==> src/rtl/ones_count_seq.sv <==
// ones_count_seq: drives an attached shift register (load, then WIDTH right
// shifts) and accumulates its serial LSB to report the word's population count.
module ones_count_seq #(
   parameter int unsigned WIDTH = 8,
   parameter int unsigned CW    = 4
) (
   input  logic          i_clk,
   input  logic          i_rst,
   input  logic          i_start,
   input  logic          i_bit,
   output logic [1:0]    o_sel,
   output logic          o_busy,
   output logic          o_done,
   output logic [CW-1:0] o_count
);

   localparam int unsigned BCW = (WIDTH > 2) ? $clog2(WIDTH) : 1;
   localparam logic [BCW-1:0] LAST_BIT = BCW'(WIDTH - 1);

   localparam logic [1:0] SEL_HOLD  = 2'b00;
   localparam logic [1:0] SEL_SHR   = 2'b10;
   localparam logic [1:0] SEL_LOAD  = 2'b11;

   typedef enum logic [1:0] {
      S_IDLE  = 2'd0,
      S_LOAD  = 2'd1,
      S_SHIFT = 2'd2,
      S_DONE  = 2'd3
   } state_t;

   state_t           r_state;
   state_t           w_state_nxt;
   logic [CW-1:0]    r_acc;
   logic [BCW-1:0]   r_bitcnt;
   logic [CW-1:0]    r_count;
   logic [1:0]       r_sel;
   logic             r_busy;
   logic             r_done;
   logic [CW-1:0]    w_acc_sum;

   assign w_acc_sum = r_acc + CW'(i_bit);

   assign o_sel   = r_sel;
   assign o_busy  = r_busy;
   assign o_done  = r_done;
   assign o_count = r_count;

   // State register
   always_ff @(posedge i_clk) begin
      if (i_rst) begin
         r_state <= S_IDLE;
      end else begin
         r_state <= w_state_nxt;
      end
   end

   // Next-state decode; start requests outside IDLE/DONE are dropped
   always_comb begin
      w_state_nxt = r_state;
      case (r_state)
         S_IDLE:  if (i_start) w_state_nxt = S_LOAD;
         S_LOAD:  w_state_nxt = S_SHIFT;
         S_SHIFT: if (r_bitcnt == '0) w_state_nxt = S_DONE;
         S_DONE:  w_state_nxt = i_start ? S_LOAD : S_IDLE;
         default: w_state_nxt = S_IDLE;
      endcase
   end

   // Registered output decode of the state being entered
   always_ff @(posedge i_clk) begin
      if (i_rst) begin
         r_sel  <= SEL_HOLD;
         r_busy <= 1'b0;
         r_done <= 1'b0;
      end else begin
         r_sel  <= SEL_HOLD;
         r_busy <= 1'b0;
         r_done <= 1'b0;
         case (w_state_nxt)
            S_LOAD: begin
               r_sel  <= SEL_LOAD;
               r_busy <= 1'b1;
            end
            S_SHIFT: begin
               r_sel  <= SEL_SHR;
               r_busy <= 1'b1;
            end
            S_DONE:  r_done <= 1'b1;
            default: r_sel  <= SEL_HOLD;
         endcase
      end
   end

   // Accumulator, bit counter and result; result only moves on DONE entry
   always_ff @(posedge i_clk) begin
      if (i_rst) begin
         r_acc    <= '0;
         r_bitcnt <= '0;
         r_count  <= '0;
      end else begin
         case (r_state)
            S_LOAD: begin
               r_acc    <= '0;
               r_bitcnt <= LAST_BIT;
            end
            S_SHIFT: begin
               r_acc    <= w_acc_sum;
               r_bitcnt <= r_bitcnt - BCW'(1);
               if (r_bitcnt == '0) r_count <= w_acc_sum;
            end
            default: begin
               r_acc    <= r_acc;
               r_bitcnt <= r_bitcnt;
            end
         endcase
      end
   end

endmodule

==> config.mk <==
export PLATFORM = sky130hd
export DESIGN_NAME = ones_count_seq
export DESIGN_NICKNAME = d
export VERILOG_FILES = /design/src/rtl/ones_count_seq.sv
export SDC_FILE = /design/constraint.sdc
export NUM_CORES = 1
export LEC_CHECK = 0
export BUFFER_PORTS_ARGS = -buffer_cell sky130_fd_sc_hd__buf_2
export CELL_PAD_IN_SITES_DETAIL_PLACEMENT = 0
export CELL_PAD_IN_SITES_GLOBAL_PLACEMENT = 2
export CORE_MARGIN = 2
export CORE_UTILIZATION = 30
export CTS_CLUSTER_DIAMETER = 80
export DETAILED_ROUTE_END_ITERATION = 8
export GPL_TIMING_DRIVEN = 0
export PLACE_DENSITY = 0.74
export REMOVE_ABC_BUFFERS = 1
export SKIP_CTS_REPAIR_TIMING = 1
export SLEW_MARGIN = 20
export SYNTH_ARGS = -nofsm -noshare
export SYNTH_HDL_FRONTEND = slang
export SYNTH_SLANG_ARGS = --single-unit
==> constraint.sdc <==
create_clock -name i_clk -period 1.6 [get_ports i_clk]
set_clock_uncertainty 0.1 [all_clocks]
set_input_delay 0.48 -clock i_clk [delete_from_list [all_inputs] [get_ports i_clk]]
set_output_delay 0.48 -clock i_clk [all_outputs]
set_load 0.01 [all_outputs]
# After elaboration in Yosys (flattened, before gate mapping)
# Index checks and enable logic that the tools add are counted.
[totals] regBits=17 output_inout_bits=8 elab_cells=29
[classes] n_eq_ne=6 mux=9 n_reduce_logical=5 addsub=2
[op_table] op="equality test 2 bit, second input constant" count=4
[op_table] op="one-hot mux 2 bit (4 select lines)" count=1
[op_table] op="one-hot mux 4 bit (2 select lines)" count=1
[op_table] op="one-hot mux 3 bit (2 select lines)" count=1
[op_table] op="adder 4 x 1 -> 4 bit" count=1
[op_table] op="equality test 2 x 1 -> 1 bit, second input constant" count=2
[op_table] op="2-to-1 mux 2 bit" count=2
[op_table] op="one-hot mux 2 bit (2 select lines)" count=1
[op_table] op="zero test 3 bit" count=1
[op_table] op="2-to-1 mux 1 bit" count=3
[op_table] op="subtractor 3 x 1 -> 3 bit, second input constant" count=1
[op_table] op="zero test 2 bit" count=1
[op_table] op="AND reduction 2 bit" count=1
[op_table] op="nonzero test 2 bit" count=1
[op_table] op="OR reduction 2 bit" count=1

# Depth between registers and ports, before layout
# Gate-level depths: netlist (run 1).
[logic_depth] depth_word=6 ltp_mapped=7 ltp_nobuf=6

# Worst setup path before layout (run 1)
# OpenSTA, ideal clock, no wires.
[synth_path] path_kind="flip-flop to flip-flop" start="register r_state[0]" end="register r_sel[1], in the netlist o_sel[1]" n_path_buf=1 stages_incl_launch_ff=8 slack_ns=-0.037 arrival_time_ns=1.423 cell_sequence="dfxtp_1 inv_1 ha_1 buf_6 o21ai_1 o311ai_2 ha_1 nor2b_1"
[synth_between] elab_chain_len=4 elab_cells_between_ends=10 cone_classes="5 x eq/ne; 4 x mux; 1 x reduce/logical"
[synth_rtl] item="from (decl)" line_no="31" rtl="state_t r_state;"
[synth_rtl] item="from (signal assigned)" line_no="53" rtl="r_state <= w_state_nxt;"
[synth_rtl] item="equality test 2 bit (tied with other cells)" line_no="60" rtl="case (r_state)"
[synth_rtl] item="one-hot mux 2 bit (4 select lines) *" line_no="60"
[synth_rtl] item="equality test 2 bit / equality test 2 x 1 -> 1 bit (equally long branches)" line_no="79" rtl="case (w_state_nxt)"
[synth_rtl] item="one-hot mux 2 bit (2 select lines) *" line_no="79"
[synth_rtl] item="to (signal assigned)" line_no="76" rtl="r_sel <= SEL_HOLD;"
[synth_rtl] item="to (signal assigned)" line_no="81" rtl="r_sel <= SEL_LOAD;"
[synth_rtl] item="to (signal assigned)" line_no="85" rtl="r_sel <= SEL_SHR;"
[synth_rtl] item="to (decl)" line_no="36" rtl="logic [1:0] r_sel;"
# Mark *: on every way between the ends. The rest lies on a longest branch, timed or not.
# A chain may end at the register's enable or synchronous reset.

# Final worst setup path (run 1)
# Ends and elaborated chain as after synthesis.

==> results of run 1 <==
[metal layers]
metal	GRT usage, %	up-vias
met5	0	-
li1	-	298
met2	16.9	13
met1	13.0	259
met3	5.65	2
met4	3.66	0
[cell families (layout without fill, tap and decap cells)]
group / after synthesis / count (layout) / synth area share (%)
flip-flops: 16 / 16 / 40.9
AND/OR/NAND/NOR: 27 / 27 / 18.2
multiplexers: 2 / 2 / 2.56
adder cells (fa/ha/maj): 9 / 9 / 14.4
AO/OA/AOI/OAI: 14 / 14 / 13.6
XOR/XNOR: 2 / 2 / 2.24
buffers and inverters: 10 / 22 / 8.15
[flip-flops by register name (all words and copies together) (netlist names)]
signal    count
r_state       2
r_bitcnt      3
o_done        1
o_count       4
o_sel         2
r_acc         4
[cell usage in the layout (no fill, tap or decap), types with 2 or more instances in the layout]
cell	count
a211oi_2	2
a21oi_1	4
buf_2	11
buf_4	3
clkbuf_4	3
dfxtp_1	13
dfxtp_4	2
ha_1	6
ha_4	3
inv_1	3
mux2i_1	2
nand2_1	3
nand3_1	4
nor2_1	8
nor2b_1	5
o21ai_0	2
[worst min path at each step]
stage,endpoint,depth (start not counted),slack (ns)
3_5_place_dp,r_acc[0],2,0.36
6_report,r_acc[0],2,0.38
2_1_floorplan,r_acc[0],2,0.34
4_1_cts,r_acc[0],2,0.38
5_1_grt,r_bitcnt[1],2,0.42
3_3_place_gp,r_acc[0],2,0.36
[worst max-delay path, delay by kind of cell, from the launching register on]
family	cells	cell delay, ns
AO/OA/AOI/OAI	1	0.28
adder cells (fa/ha/maj)	2	0.43
buffers and inverters	1	0.07
flip-flops	1	0.37
AND/OR/NAND/NOR	2	0.18
[area by class of cell]
type | instances | area share [%]
Clock buffer | 3 | 2.35
Inverter | 5 | 2.22
Multi-Input combinational cell | 54 | 49.0
Sequential cell | 16 | 34.4
Tap cell | 30 | 3.92
Timing Repair Buffer | 14 | 8.10
[power breakdown]
part	leakage (nW)	switching (mW)	internal (mW)
clock	0.0138	0.115	0.0872
sequential	0.132	0.0485	0.479
combinational	0.242	0.292	0.260
total	0.388	0.455	0.826
[per-stage QoR]
step / power (mW) / instance area, um2 / hold WS (ns) / utilization [%] / instances
after floorplan: 0.804 / 738 / 0.339 / - / 75
after global placement: 0.917 / 831 / 0.355 / 33.5 / 116
after detailed placement: 0.925 / 831 / 0.363 / 33.5 / 116
after CTS: 1.13 / 853 / 0.377 / 34.4 / 119
after global routing: 1.41 / 957 / 0.416 / 38.6 / 122
final: 1.28 / 957 / 0.376 / 38.6 / 122
==> results.py, run 1 <==
metrics = {
    "synth": {
        "yosys-top-cells-area": "dfxtp_1 41%, ha_1 14%, nor2b_1 4.0%, nor2_1 3.8%, a211oi_2 3.2%",
        "synth_flop_cell": "dfxtp_1",
        "netlist_instances": 80,
        "ys_ff_latch": 16,
        "avgSynthCellArea_um2": 9.79,
        "ys_warn_count": 0,
        "synth_edf_count": 0,
        "yosysMostFrequentCell": "dfxtp_1",
        "yosys-top-cells-count": "16 x dfxtp_1, 9 x ha_1, 8 x nor2_1",
        "yosys.area.top_type": "dfxtp_1",
        "ys_async_sr_fraction_pct": 0,
        "yosysTopAreaCellShare_pct": 40.9,
        "seq_area_frac_synth_pct": 40.9,
        "synth_cell_types": 28,
        "syn-cell-area_um2": 783,
    },
    "finish": {
        "area_growth_pct": 22.2,
        "n_fill_cell": 266,
        "n_antenna_cell": 0,
        "drive_gt1_share_pct": 35.9,
        "register_area_um2": 329,
        "finalNetCount": 107,
        "multi_input_area_um2": 469,
    },
    "route": {
        "wl_met1_um": 672,
        "met2_length_um": 655,
        "routed-wl-met3_um": 85,
        "drt_iter0_drc": 6,
        "wl_um": 1420,
        "num_vias": 572,
        "ant_nets": 0,
        "post_drt_wl_per_cell_um": 11.7,
        "top_layer_used": "met4",
        "detail_route.vias_per_cell": 4.69,
        "dr.pass1.iters": 2,
        "route.detailed.drc": 0,
    },
    "global_route": {
        "grt_pass1_wl_um": 2210,
        "grt_usage_pct": 10.9,
        "first_global_vias": 500,
        "grt_max_degree": 17,
        "overflow": 0,
        "grt_antenna_before_repair": 0,
    },
    "place": {
        "port_buffers": 11,
        "place.gp.congestion": 0.663,
        "hpwl_um": 945,
        "dp_slack_ns": -0.314,
    },
    "clock_network": {
        "clk_pin_slew_worst_paths_ns": 0.09,
        "cts_tree": "yes",
        "htreeDepth": 1,
        "clock_sinks": 16,
        "cts.path.max_buffers": 2,
        "clkLatencyLatePin_ns": 0.28,
        "cts_made_buffers": 3,
        "root_buffer": "clkbuf_4",
    },
    "die": {
        "dieArea_um2": 3040,
        "rows": 18,
        "start_util_pct": 31.6,
        "dieHeight_um": 55.1,
        "die_w_um": 55.1,
        "core-area_um2": 2480,
        "ios": 12,
    },
    "timing": {
        "fmax_ghz": 0.646,
        "setup_violations": 0,
        "worst_pin_slew_ns": 0.334,
        "finalSetupTns_ns": 0,
        "fin_crit_sh_pct": 96.8,
        "final-hold-violation-count": 0,
        "min_period_ns": 1.55,
        "max_slew_margin_pct": 77.8,
        "drv_slew": 0,
        "worst_slack_ns": 0.0511,
    },
    "worst_hold_path": {
        "worstHoldStart": "r_acc[0]",
        "hold_class": "flop to flop",
    },
    "pwr": {
        "power.leakage_nw": 0.388,
        "ir_worst_vdd_mv": 0.704,
        "p_per_area_nw_per_um2": 1340,
    },
    "worst_setup_path": {
        "worst-r2r-cell-count": 6,
        "r2r-end": "o_sel[1]",
        "crit_end": "o_sel[1]",
        "worstSetupStartpoint": "r_state[0]",
        "path_class": "flop to flop",
        "cp_max_fo": 5,
        "critPathSlowestCell": "dfxtp_4",
        "crit_chain": "inv_4 > ha_4 > nand2_4 > o311ai_4 > ha_1 > nor2b_1",
        "cpPeakStageDelay_ns": 0.37,
        "rrSetupSlack_ns": 0.05,
        "start_kind": "flop",
        "worstPathRequired_ns": 1.66,
        "arrival_ns": 1.61,
        "worst_setup_path_end_kind": "flop",
        "reg2reg_from": "r_state[0]",
    },
    "flow_run": {
        "drv_cap": 0,
    },
    "outcome": {
        "status": "completed",
    },
}
(Power assumes the default switching activity.)
==> run 2, diff against run 1 <==
BUFFER_PORTS_ARGS = default   (was -buffer_cell sky130_fd_sc_hd__buf_2)
CELL_PAD_IN_SITES_DETAIL_PLACEMENT = default   (was 0)
CELL_PAD_IN_SITES_GLOBAL_PLACEMENT = default   (was 2)
CORE_UTILIZATION = 48   (was 30)
DONT_BUFFER_PORTS = 1   (was default)
PLACE_DENSITY = 0.68   (was 0.74)
==> results.py, run 2 (synthesis results as in run 1) <==
metrics = {
    "die": {
        "start_util_pct": 51.4,
        "core-area_um2": 1520,
        "dieArea_um2": 1970,
        "dieHeight_um": 44.4,
        "rows": 14,
        "die_w_um": 44.4,
        "ios": 12,
    },
    "place": {
        "place.gp.congestion": 0.727,
        "port_buffers": 0,
        "hpwl_um": 806,
        "place_area_um2": 758,
        "placedCellCount": 91,
    },
    "route": {
        "drt_iter0_drc": 9,
        "num_vias": 537,
        "detail_route.vias_per_cell": 5.48,
        "post_drt_wl_per_cell_um": 12.8,
        "route.detailed.drc": 0,
        "ant_nets": 0,
        "wl_um": 1260,
        "dr.pass1.iters": 4,
    },
    "global_route": {
        "grt_pass1_wl_um": 2080,
        "grt_usage_pct": 15.0,
        "grt_max_degree": 17,
        "overflow": 0,
        "grt_antenna_before_repair": 0,
        "first_global_vias": 482,
    },
    "worst_setup_path": {
        "cp_max_fo": 3,
        "critPathSlowestCell": "dfxtp_2",
        "arrival_ns": 1.63,
        "rrSetupSlack_ns": 0.06,
        "cpLargestDelayFamily": "adder cells",
        "worst_setup_path_end_kind": "flop",
        "worst-r2r-cell-count": 6,
        "r2r-end": "o_sel[1]",
        "reg2reg_from": "r_bitcnt[0]",
        "worstPathRequired_ns": 1.69,
        "start_kind": "flop",
        "cpPeakStageDelay_ns": 0.33,
        "path_class": "flop to flop",
        "crit_chain": "inv_1 > ha_2 > nand2_2 > o311ai_4 > ha_1 > nor2b_1",
        "cp.buffers_inverters": 1,
    },
    "pwr": {
        "power_mw": 1.26,
        "p_per_area_nw_per_um2": 1450,
        "power.leakage_nw": 0.331,
        "ir_worst_vdd_mv": 0.673,
    },
    "timing": {
        "fin_crit_sh_pct": 96.0,
        "worst_pin_slew_ns": 0.310,
        "setup_violations": 0,
        "max_slew_margin_pct": 79.3,
        "final-hold-violation-count": 0,
        "fmax_ghz": 0.651,
        "finalSetupTns_ns": 0,
        "min_period_ns": 1.54,
        "drv_slew": 0,
    },
    "finish": {
        "n_fill_cell": 133,
        "fin_util_pct": 57.1,
        "fin_area_um2": 871,
        "layout.cells.non_filler": 98,
        "drive_gt1_share_pct": 26.8,
        "n_antenna_cell": 0,
        "finalNetCount": 96,
        "area_growth_pct": 11.2,
        "final_common_cell": "dfxtp_1",
        "layout_common_cells": "13 x dfxtp_1, 8 x nor2_1, 6 x ha_1",
    },
    "flow_run": {
        "drv_cap": 0,
    },
    "worst_hold_path": {
        "worstHoldStart": "i_rst",
        "hold_class": "input pin to flop",
        "holdPathStages": 1,
        "hold_end": "r_state[1]",
    },
    "clock_network": {
        "root_buffer": "clkbuf_4",
        "clkLatencyLatePin_ns": 0.29,
        "clock_sinks": 16,
        "cts_made_buffers": 3,
        "htreeDepth": 1,
        "clk_pin_slew_worst_paths_ns": 0.09,
        "cts.path.max_buffers": 2,
        "cts_tree": "yes",
    },
    "outcome": {
        "status": "completed",
    },
}
==> run 2: per-layer routing <==
metal | global-route usage, % | vias up | share of wire [%]
met5 | 0 | - | 0
met4 | 7.88 | 0 | 0.95
met3 | 7.35 | 2 | 3.2
met2 | 23.2 | 9 | 52
met1 | 16.9 | 250 | 44
li1 | - | 276 | -
==> run 2: power by group <==
group	leakage [nW]	switching (mW)	total, mW	internal, mW
logic	0.178	0.231	0.444	0.213
clock network	0.0210	0.126	0.265	0.139
registers	0.132	0.0776	0.554	0.477
total	0.331	0.435	1.26	0.828
==> run 2: final cells by class <==
type	instances	area, um2	share of cell area, %
clock buffers	4	36.3	4.17
flip-flops and latches	16	324	37.2
repair buffers	3	22.5	2.59
well taps	16	20.0	2.30
inverters	5	21.3	2.44
multi-input cells	54	447	51.3
==> run 2: worst max-delay path by stage <==
stage	startpoint	endpoint	depth (start not counted)
after floorplan	r_state[0]	o_sel[1]	6
after global placement	r_state[0]	o_sel[1]	6
after detailed placement	r_state[0]	o_sel[1]	6
after CTS	r_state[0]	o_sel[1]	6
after global routing	r_state[1]	r_acc[3]	5
final	r_bitcnt[0]	o_sel[1]	6
==> run 2: stage by stage <==
stage,hold WS [ns],setup WS [ns]
2_1_floorplan,0.339,-0.0814
6_report,0.138,0.0635
3_3_place_gp,0.346,-0.260
5_1_grt,0.111,-0.000801
4_1_cts,0.128,-0.305
3_5_place_dp,0.354,-0.285
==> run 3, diff against run 2 <==
CORE_UTILIZATION = 44   (was 48)
PLACE_DENSITY = 0.64   (was 0.68)
==> results.py, run 3 (synthesis results as in run 1) <==
metrics = {
    "timing": {
        "setup_violations": 0,
        "whs_ns": 0.152,
        "final-hold-violation-count": 0,
        "worst_pin_slew_ns": 0.313,
        "min_period_ns": 1.55,
        "max_slew_margin_pct": 79.1,
        "worst_slack_ns": 0.0464,
        "drv_slew": 0,
        "finalSetupTns_ns": 0,
        "fmax_ghz": 0.644,
        "fin_crit_sh_pct": 97.1,
    },
    "pwr": {
        "power_mw": 1.21,
        "ir_worst_vdd_mv": 0.754,
        "p_per_area_nw_per_um2": 1360,
        "power.leakage_nw": 0.355,
    },
    "finish": {
        "final_common_cell": "dfxtp_1",
        "finalNetCount": 98,
        "layout.cells.non_filler": 108,
        "layout_common_cells": "14 x dfxtp_1, 8 x nor2_1, 6 x ha_1",
        "drive_gt1_share_pct": 27.7,
        "fin_area_um2": 895,
        "n_antenna_cell": 0,
        "fin_util_pct": 52.4,
        "area_growth_pct": 14.2,
    },
    "global_route": {
        "grt_antenna_before_repair": 0,
        "overflow": 0,
        "first_global_vias": 461,
        "grt_pass1_wl_um": 2000,
        "grt_usage_pct": 13.3,
        "grt_max_degree": 17,
    },
    "route": {
        "wl_um": 1240,
        "post_drt_wl_per_cell_um": 11.4,
        "detail_route.vias_per_cell": 4.96,
        "drt_iter0_drc": 12,
        "dr.pass1.iters": 4,
        "num_vias": 536,
        "route.detailed.drc": 0,
        "ant_nets": 0,
    },
    "worst_setup_path": {
        "reg2reg_from": "r_state[1]",
        "worstPathRequired_ns": 1.68,
        "arrival_ns": 1.63,
        "worstSetupStartpoint": "r_state[1]",
        "worst_setup_path_end_kind": "flop",
        "path_class": "flop to flop",
        "cp_max_fo": 3,
        "rrSetupSlack_ns": 0.05,
        "start_kind": "flop",
    },
    "clock_network": {
        "clock_sinks": 16,
        "clk_pin_slew_worst_paths_ns": 0.09,
        "cts.path.max_buffers": 2,
        "cts_tree": "yes",
        "clkLatencyLatePin_ns": 0.27,
        "cts_made_buffers": 3,
        "htreeDepth": 1,
        "root_buffer": "clkbuf_4",
    },
    "die": {
        "dieArea_um2": 2130,
        "core-area_um2": 1710,
        "ios": 12,
        "dieHeight_um": 46.2,
        "die_w_um": 46.2,
        "start_util_pct": 45.9,
        "rows": 15,
    },
    "place": {
        "dp_slack_ns": -0.270,
        "port_buffers": 0,
        "hpwl_um": 813,
        "placedCellCount": 100,
        "place_area_um2": 769,
        "place.gp.congestion": 0.682,
    },
    "flow_run": {
        "drv_cap": 0,
    },
    "outcome": {
        "status": "completed",
    },
    "worst_hold_path": {
        "worstHoldStart": "i_rst",
        "hold_class": "input pin to flop",
    },
}
-- run 3: final timing paths --
path | to | cells after the start
max | o_sel[1] | 6
min | r_state[1] | 1
max reg2reg | o_sel[1] | 6
min reg2reg | r_acc[0] | 2
-- run 3: worst max-delay path, cell delays in order, from the launching register on --
cell and delay, ns:
dfxtp_2 0.38, inv_1 0.08, ha_4 0.18, o21ai_2 0.17, o311ai_4 0.14, ha_1 0.30, nor2b_1 0.12
-- run 3: where the power goes --
group | internal (mW) | switching (mW) | total (mW)
clock network | 0.0870 | 0.110 | 0.197
registers | 0.476 | 0.0823 | 0.559
logic | 0.224 | 0.233 | 0.457
total | 0.787 | 0.426 | 1.21
-- run 3: cell type report --
type,instances,area (um2)
fill,166,813
multi-input combinational,54,452
sequential,16,325
timing repair buffer,5,42.5
tap,25,31.3
clock buffer,3,22.5
inverter,5,21.3
-- run 3: per-layer routing --
metal	share of wire (%)	vias to the layer above	global-route usage [%]	wire, um
met1	50	251	16.7	618
met3	3.0	2	5.10	37
li1	-	278	-	-
met2	46	5	20.3	569
met4	0.81	0	5.14	10
met5	0	-	0	0
